**src/rtl/init_load_seq_pkg.sv**
```systemverilog
// rtl/init_load_seq_pkg.sv - shared state and failure-code encodings for the power-up load sequencer
package init_load_seq_pkg;

    typedef enum logic [2:0] {
        ST_SETTLE  = 3'd0,
        ST_START   = 3'd1,
        ST_WAIT    = 3'd2,
        ST_BACKOFF = 3'd3,
        ST_DONE    = 3'd4,
        ST_FAIL    = 3'd5
    } state_t;

    localparam logic [1:0] FAIL_NONE = 2'd0;
    localparam logic [1:0] FAIL_ERR  = 2'd1;
    localparam logic [1:0] FAIL_TMO  = 2'd2;

    function automatic logic is_busy(state_t s);
        return (s == ST_SETTLE) || (s == ST_START) || (s == ST_WAIT) || (s == ST_BACKOFF);
    endfunction

endpackage

```
**src/rtl/init_load_seq_rise_det.sv**
```systemverilog
// rtl/init_load_seq_rise_det.sv - registers one input and flags its rising edge
module rise_det (
    input  logic clk,
    input  logic rst_n,
    input  logic d,
    output logic rise
);

    logic q;

    always_ff @(posedge clk or negedge rst_n) begin
        if (!rst_n) begin
            q <= 1'b0;
        end else begin
            q <= d;
        end
    end

    assign rise = d & ~q;

endmodule

```
**src/rtl/init_load_seq.sv**
```systemverilog
// rtl/init_load_seq.sv - settle, start, wait with timeout and bounded retry for the RAM loaders
import init_load_seq_pkg::*;

module init_load_seq #(
    parameter int SETTLE_CYC  = 1000,
    parameter int TIMEOUT_CYC = 10_000_000,
    parameter int GAP_CYC     = 256,
    parameter int MAX_RETRY   = 3,
    parameter int CNT_W       = 32
) (
    input  logic       sys_clk,
    input  logic       glbl_rst_n,
    input  logic       load_ram_done,
    input  logic       load_ram_error,
    input  logic       reload_req,
    output logic       load_start,
    output logic       busy,
    output logic       init_done,
    output logic       init_fail,
    output logic [1:0] fail_code,
    output logic [3:0] retry_cnt
);

    localparam logic [CNT_W-1:0] SETTLE_LAST = CNT_W'(SETTLE_CYC - 1);
    localparam logic [CNT_W-1:0] TMO_LAST    = CNT_W'(TIMEOUT_CYC - 1);
    localparam logic [CNT_W-1:0] GAP_LAST    = CNT_W'(GAP_CYC - 1);
    localparam logic [3:0]       MAX_R       = 4'(MAX_RETRY);

    state_t           state, state_n;
    logic [CNT_W-1:0] cnt, cnt_n;
    logic [1:0]       fc_n, fail_kind;
    logic [3:0]       rc_n;
    logic             rise_done, rise_err, fail_hit;

    rise_det u_done_det (
        .clk   (sys_clk),
        .rst_n (glbl_rst_n),
        .d     (load_ram_done),
        .rise  (rise_done)
    );

    rise_det u_err_det (
        .clk   (sys_clk),
        .rst_n (glbl_rst_n),
        .d     (load_ram_error),
        .rise  (rise_err)
    );

    always_comb begin
        state_n   = state;
        fc_n      = fail_code;
        rc_n      = retry_cnt;
        fail_hit  = 1'b0;
        fail_kind = FAIL_ERR;
        cnt_n     = cnt;
        case (state)
            ST_SETTLE:  if (cnt == SETTLE_LAST) state_n = ST_START;
            ST_START:   state_n = ST_WAIT;
            ST_WAIT: begin
                // error outranks a coincident done
                if (rise_err) begin
                    fail_hit = 1'b1;
                end else if (rise_done) begin
                    state_n = ST_DONE;
                    fc_n    = FAIL_NONE;
                end else if (cnt == TMO_LAST) begin
                    fail_hit  = 1'b1;
                    fail_kind = FAIL_TMO;
                end
                if (fail_hit) begin
                    fc_n = fail_kind;
                    if (retry_cnt == MAX_R) begin
                        state_n = ST_FAIL;
                    end else begin
                        rc_n    = retry_cnt + 4'd1;
                        state_n = ST_BACKOFF;
                    end
                end
            end
            ST_BACKOFF: if (cnt == GAP_LAST) state_n = ST_START;
            ST_DONE, ST_FAIL: begin
                if (reload_req) begin
                    state_n = ST_START;
                    rc_n    = 4'd0;
                    fc_n    = FAIL_NONE;
                end
            end
            default:    state_n = ST_SETTLE;
        endcase
        if (state_n != state) begin
            cnt_n = '0;
        end else if (state == ST_SETTLE || state == ST_WAIT || state == ST_BACKOFF) begin
            cnt_n = cnt + CNT_W'(1);
        end
    end

    // Outputs are decoded from the next state so they line up with the transition edge.
    always_ff @(posedge sys_clk or negedge glbl_rst_n) begin
        if (!glbl_rst_n) begin
            state      <= ST_SETTLE;
            cnt        <= '0;
            fail_code  <= FAIL_NONE;
            retry_cnt  <= 4'd0;
            load_start <= 1'b0;
            busy       <= 1'b1;
            init_done  <= 1'b0;
            init_fail  <= 1'b0;
        end else begin
            state      <= state_n;
            cnt        <= cnt_n;
            fail_code  <= fc_n;
            retry_cnt  <= rc_n;
            load_start <= (state_n == ST_START);
            busy       <= is_busy(state_n);
            init_done  <= (state_n == ST_DONE);
            init_fail  <= (state_n == ST_FAIL);
        end
    end

endmodule

```
**config.mk**
```make
export PLATFORM = sky130hd
export DESIGN_NAME = init_load_seq
export DESIGN_NICKNAME = d
export VERILOG_FILES = /design/src/rtl/init_load_seq_pkg.sv /design/src/rtl/init_load_seq_rise_det.sv /design/src/rtl/init_load_seq.sv
export SDC_FILE = /design/constraint.sdc
export NUM_CORES = 1
export LEC_CHECK = 0
export ABC_CLOCK_PERIOD_IN_PS = 4450
export BUFFER_PORTS_ARGS = -buffer_cell sky130_fd_sc_hd__clkbuf_2
export CELL_PAD_IN_SITES_DETAIL_PLACEMENT = 2
export CELL_PAD_IN_SITES_GLOBAL_PLACEMENT = 2
export CORE_MARGIN = 2
export CORE_UTILIZATION = 40
export DETAILED_ROUTE_END_ITERATION = 10
export PLACE_DENSITY = 0.75
export REMOVE_ABC_BUFFERS = 1
export SYNTH_ARGS = -nofsm -noshare
export SYNTH_HDL_FRONTEND = slang
export SYNTH_SLANG_ARGS = --single-unit
```
**constraint.sdc**
```tcl
create_clock -name sys_clk -period 4.45 [get_ports sys_clk]
set_input_delay 0 -clock sys_clk [delete_from_list [all_inputs] [get_ports sys_clk]]
set_output_delay 0 -clock sys_clk [all_outputs]
set_load 0.1 [all_outputs]
```
## After elaboration in Yosys (flattened, before gate mapping)

Cells that the tools add are included.

| storage, ports and cells | value |
|---|---|
| register bits | 47 |
| bits in latches | 0 |
| memory bits (writable) | 0 |
| ROM bits | 0 |
| bits of input ports | 5 |
| output and inout port bits | 10 |
| logic and storage cells | 74 |
| memories | 0 |

| cells by class | value |
|---|---|
| $add $sub $neg | 2 |
| multiply operators | 0 |
| div/mod/pow operators | 0 |
| order comparisons | 0 |
| equality and inequality tests | 20 |
| shift operators | 0 |
| muxes and demuxes | 26 |
| bitwise operators | 4 |
| reductions and logical operators | 12 |

Operators with widths:

| kind | count |
|---|---|
| $mux W32 | 2 |
| $add A32 B1 Y32 const B | 1 |
| $eq A32 B10 Y1 const B | 1 |
| $eq A32 B24 Y1 const B | 1 |
| $eq A32 B8 Y1 const B | 1 |
| $mux W3 | 7 |
| $pmux W3 S5 | 1 |
| $mux W2 | 7 |
| $eq A3 B2 Y1 const B | 4 |
| $eq A3 B3 Y1 const B | 4 |
| $mux W4 | 3 |
| $pmux W4 S2 | 1 |
| $reduce_and A4 Y1 | 2 |
| $eq A3 B1 Y1 const B | 2 |
| $logic_not A3 Y1 | 2 |
| $ne A2 B2 Y1 const B | 3 |
| $ne A3 B3 Y1 const B | 2 |
| $logic_or A1 B1 Y1 | 5 |
| $add A4 B1 Y4 const B | 1 |
| $eq A4 B2 Y1 const B | 1 |
| $mux W1 | 4 |
| $pmux W2 S2 | 1 |
| $reduce_bool A2 Y1 | 2 |
| $ne A3 B3 Y1 | 1 |
| other kinds (3) | 5 |

## Longest topological paths before layout

| depth | value |
|---|---|
| word-level depth | 11 |
| mapped depth | 8 |
| gate-level depth less buffers | 6 |

## Hierarchy

From an unflattened synthesis, not the netlist that was laid out.

| second synthesis, totals | value |
|---|---|
| cell total of the unflattened synthesis | 267 |
| area total of the unflattened synthesis | 2532.4 um2 |

By module, submodules not included:

| module | instances | cells an instance | area an instance (um2) | seq. area each (um2) |
|---|---|---|---|---|
| init_load_seq | 1 | 263 | 2454.9 | 1127.3 |
| rise_det | 2 | 2 | 38.8 | 25.0 |

## Worst setup path after synthesis

No wires, ideal clock.

| path | value |
|---|---|
| kind | register to register |
| start | register retry_cnt[0] |
| end | register cnt[3] |
| data arrival time | 2726 ps |
| data required time | 4304 ps |
| path slack | 1578 ps |
| cell stages (with the launch flop) | 9 |
| buffers on the path | 2 |
| clock period less this slack | 2872 ps |
| cell sequence | dfrtp_1 > ha_1 > or3b_1 > buf_2 > mux2i_2 > nand2_1 > nand3_1 > buf_1 > nor4_2 |

| between the ends | value |
|---|---|
| longest elaborated chain between the ends | 6 |
| elaborated cells on any way between the ends | 7 |

Ends and longest elaborated chain:

| element | RTL line | text |
|---|---|---|
| start: declaration | init_load_seq.sv:21 | `output logic [3:0] retry_cnt` |
| start signal: assignment | init_load_seq.sv:112 | `retry_cnt <= rc_n;` |
| $eq A4 B2 Y1 (*) | init_load_seq.sv:72 | `if (retry_cnt == MAX_R) begin` |
| $mux W3 (*) | init_load_seq.sv:72 |  |
| $mux W3 (*) | init_load_seq.sv:70 | `if (fail_hit) begin` |
| $pmux W3 S5 (*) | init_load_seq.sv:56 | `case (state)` |
| $ne A3 B3 Y1 (*) | init_load_seq.sv:90 | `if (state_n != state) begin` |
| $mux W32 / $reduce_bool A2 Y1 (equally long branches) | - |  |
| end signal: assignment | init_load_seq.sv:110 | `cnt <= cnt_n;` |
| end: declaration | init_load_seq.sv:30 | `logic [CNT_W-1:0] cnt, cnt_n;` |

Every way passes the cells marked *; elsewhere a longest branch is shown, timed or not.
A chain may end at the register's enable or synchronous reset.

## Final worst setup path

| path | value |
|---|---|
| start | register state[2] |
| end | register cnt[1] |

| between the ends | value |
|---|---|
| longest elaborated chain between the ends | 6 |
| elaborated cells on any way between the ends | 19 |

Ends and longest elaborated chain:

| element | RTL line | text |
|---|---|---|
| start: declaration | init_load_seq.sv:29 | `state_t state, state_n;` |
| start signal: assignment | init_load_seq.sv:109 | `state <= state_n;` |
| $mux W3 | init_load_seq.sv:63 | `end else if (rise_done) begin` |
| $mux W3 | init_load_seq.sv:61 | `if (rise_err) begin` |
| $mux W3 | init_load_seq.sv:70 |  |
| $pmux W3 S5 | init_load_seq.sv:56 |  |
| $ne A3 B3 Y1 | init_load_seq.sv:90 |  |
| $mux W32 / $reduce_bool A2 Y1 (equally long branches) | - |  |

Several ways; a longest one is shown, not always the timed one.

==> out/results.tsv <==
stage	metric	value	unit
cells_and_area	share of layout cells above drive strength 1	24.9	%
cells_and_area	design area	3180	sq um
yosys	sequential area share after synthesis	40.6	%
setup_path	CP top delay family	compound AO/OA/AOI/OAI gates	
yosys	asr flop ratio synth	100	%
yosys	Avg Cell Area, Syn	10.3	sq um
yosys	Primary FF master, synth	dfrtp_1	
routing	Pre-antenna DRT Iters	4	
setup_path	startpoint types	register	
routing	Vias per Instance	5.85	
yosys	Synth area leaders	dfrtp_1 (40%), nor3_2 (9.0%), xor2_1 (5.4%)	
yosys	Synth top area share	39.7	%
clock_tree	CTS max path bufs	2	
yosys	Synth Area in Adders	0.863	%
run_status	status	finished clean	
setup_path	Critical Path AT	3020	ps
setup_path	Worst path max stage delay	790	ps
clock_tree	CTS tree	done	
job	Max-cap violations	0	
global_route	gr busiest metal	met2	
clock_tree	Clk Latency, worst-skew pair	300	ps
yosys	simple-gate share of the synthesized area	35.7	%
setup_path	CP startpoint	state[2]	
cells_and_area	# diodes	0	
yosys	most common library cells after synthesis	dfrtp_1 (46), nor3_2 (26), nand2_1 (19), nand3_1 (19), xor2_1 (18)	
setup_path	RR Startpoint	state[2]	
global_route	initial antenna violation count	0	
timing	final setup vio count	0	
timing	Slew @ Worst Pin	818	ps
setup_path	Worst EP required	4600	ps
timing	setup TNS	0	ps
yosys	post-synthesis mux area share	0.820	%
global_route	GR Layer Usage met1	31.0	%
clock_tree	cts bufs inserted	5	
setup_path	critical-path maximum fanout	23	
setup_path	critical path type	register to register	
yosys	Post-Synth XOR/XNOR Area	8.76	%
global_route	largest net degree at the start of global routing	48	
global_route	first-pass GRT wire length	13100	um
setup_path	CP endpoint kind	register	
timing	unrepaired setup endpoints after global routing	no	
die	Die Y-Extent	89.1	um
place	RePlAce Congestion	0.778	
timing	setup ws final	1570	ps
yosys	compound-cell area share of the yosys netlist	9.50	%
die	Initial Utilization	40.6	%
global_route	GR Layer Usage met3	3.05	%
clock_tree	CTS clk-pin slew, worst paths	90	ps
setup_path	highest-delay cell along the critical path	a221oi_4	
yosys	top-count cell post-synth	dfrtp_1	
timing	fin crit share	64.6	%
timing	Setup Skew	11.3	ps
die	Die ar.	7940	sq um
timing	fmax	348	MHz
timing	Final Max Slew Viols	0	
routing	antenna viol nets, final	0	
global_route	GR Overflow Total	0	
yosys	Post-synth EDFFs	0	
yosys	Post-Syn Instances	282	
min_path	hold wc startpoint	reload_req	
clock_tree	root buffer cell	clkbuf_8	
routing	post-DR wirelength/cell	19.5	um
place	DP Area	3060	sq um
die	row count	31	
routing	drt drc	0	
cells_and_area	Syn-to-layout area delta	9.71	%
die	core footprint	7140	sq um
routing	drt initial violations	96	
timing	Rel. slew slack	45.5	%
timing	min cycle time layout	2880	ps
setup_path	Worst Path Buf+Inv	1	
routing	drt total wl	7700	um
global_route	total track usage	21.4	%
yosys	Yosys warning count	0	
clock_tree	Clock Sinks	47	
place	pre-CTS setup slack	1610	ps
place	input/output buffers	14	
pwr	Peak VDD IR	0.176	mV
place	post-DP HPWL	5430	um
yosys	Syn Std Cell Area	2900	sq um
pwr	P per Cell Area	492	nW/um^2
global_route	number of global-route vias before repair	2472	
cells_and_area	final net count	303	
yosys	cell taking the most area after synthesis	dfrtp_1	
pwr	leakage	0.00120	uW
timing	Fin. Hold Viols	0	
yosys	post-synthesis register bit count	47	
die	IO Pins	15	
routing	via count	2318	
yosys	largest family of logic cells by synthesized area	simple AND/OR/NAND/NOR gates	
die	chip width	89.1	um
setup_path	crit path cell chain	or3b_1, nor2_1, a32oi_2, a221oi_4, buf_12, nor4_1	
min_path	Min-Delay Path Class	primary input to register	
global_route	met2 usage	34.2	%
yosys	Synth cell types	57	
clock_tree	Max H-tree Level	2	
## power by group
group          leakage, uW  total (uW)  internal [uW]  switching (uW)
Clock            0.0000484         279            128             152
Sequential        0.000632         534            475            59.1
Combinational     0.000519         750            172             578
Total              0.00120        1560            775             789
## cell usage in the layout (no fill, tap or decap), drive strengths merged, types with 3 or more instances in the layout
master and instances:
nor2b 4, nor4 19, clkbuf 21, inv 4, xor2 18, nand4 15
nor2 15, or4 4, dlygate4sd3 3, nand2b 4, o21ai 7, nor3 36
xnor2 11, nand2 19, a21oi 3, dfrtp 46, and2 3, a211oi 3
nand3 20, or3 3, buf 5
## metal layers
layer / up-vias / routed length [um]
met5: - / 0
met4: 0 / 65
met3: 5 / 137
met2: 23 / 3680
met1: 1206 / 3820
li1: 1084 / -
## worst paths after layout
path	to	cells after the start	slack [ps]
worst min register to register	fail_code[1]	2	530
worst max register to register	cnt[1]	6	1570
worst max-delay path	cnt[1]	6	1570
min in group asynchronous	cnt[31]	3	340
worst min-delay path	busy	3	90
max in group asynchronous	u_done_det.q	3	3680
## worst reg2reg max path: cells and delay by family (launching register included)
family,cells,cell delay [ps]
flip-flops,1,570
buffers and inverters,1,290
AND/OR/NAND/NOR,3,920
AO/OA/AOI/OAI,2,960
## area by class of cell
type / count / area, sq um
Clock buffer: 7 / 86.3
Clock inverter: 1 / 8.76
Fill cell: 783 / 3960
Inverter: 4 / 15.0
Multi-Input combinational cell: 216 / 1620
Sequential cell: 47 / 1180
Tap cell: 99 / 124
Timing Repair Buffer: 22 / 150
## through the flow
stage | utilization, % | std cells | power, uW | hold slack, ps
2_1_floorplan | - | 267 | 1080 | -296
3_3_place_gp | 42.8 | 385 | 1270 | 137
3_5_place_dp | 42.8 | 385 | 1290 | 145
4_1_cts | 44.6 | 396 | 1580 | 88.9
5_1_grt | 44.6 | 396 | 1660 | 106
6_report | 44.6 | 396 | 1560 | 87.1
## repair_timing
item | CTS | global route
setup buffers | 0 | 0
hold buffers | 3 | 0
endpoints found under the hold margin | 48 | 0
gates resized for setup | 0 | 0
## sequential cells by signal, summed over array words and instances, names as in the netlist
signal and count:
fail_code 2, u_done_det.q 1, state 3, cnt 32, load_start 1, retry_cnt 4
init_fail 1, init_done 1, busy 1, u_err_det.q 1
## cells by family after synthesis
| group | count (synthesis) |
|---|---|
| compound gates | 31 |
| xor+xnor | 29 |
| fa+ha+maj | 2 |
| buf+inv | 19 |
| flops | 47 |
| mux | 2 |
| simple gates | 152 |
Power figures use the tool's default switching activity.
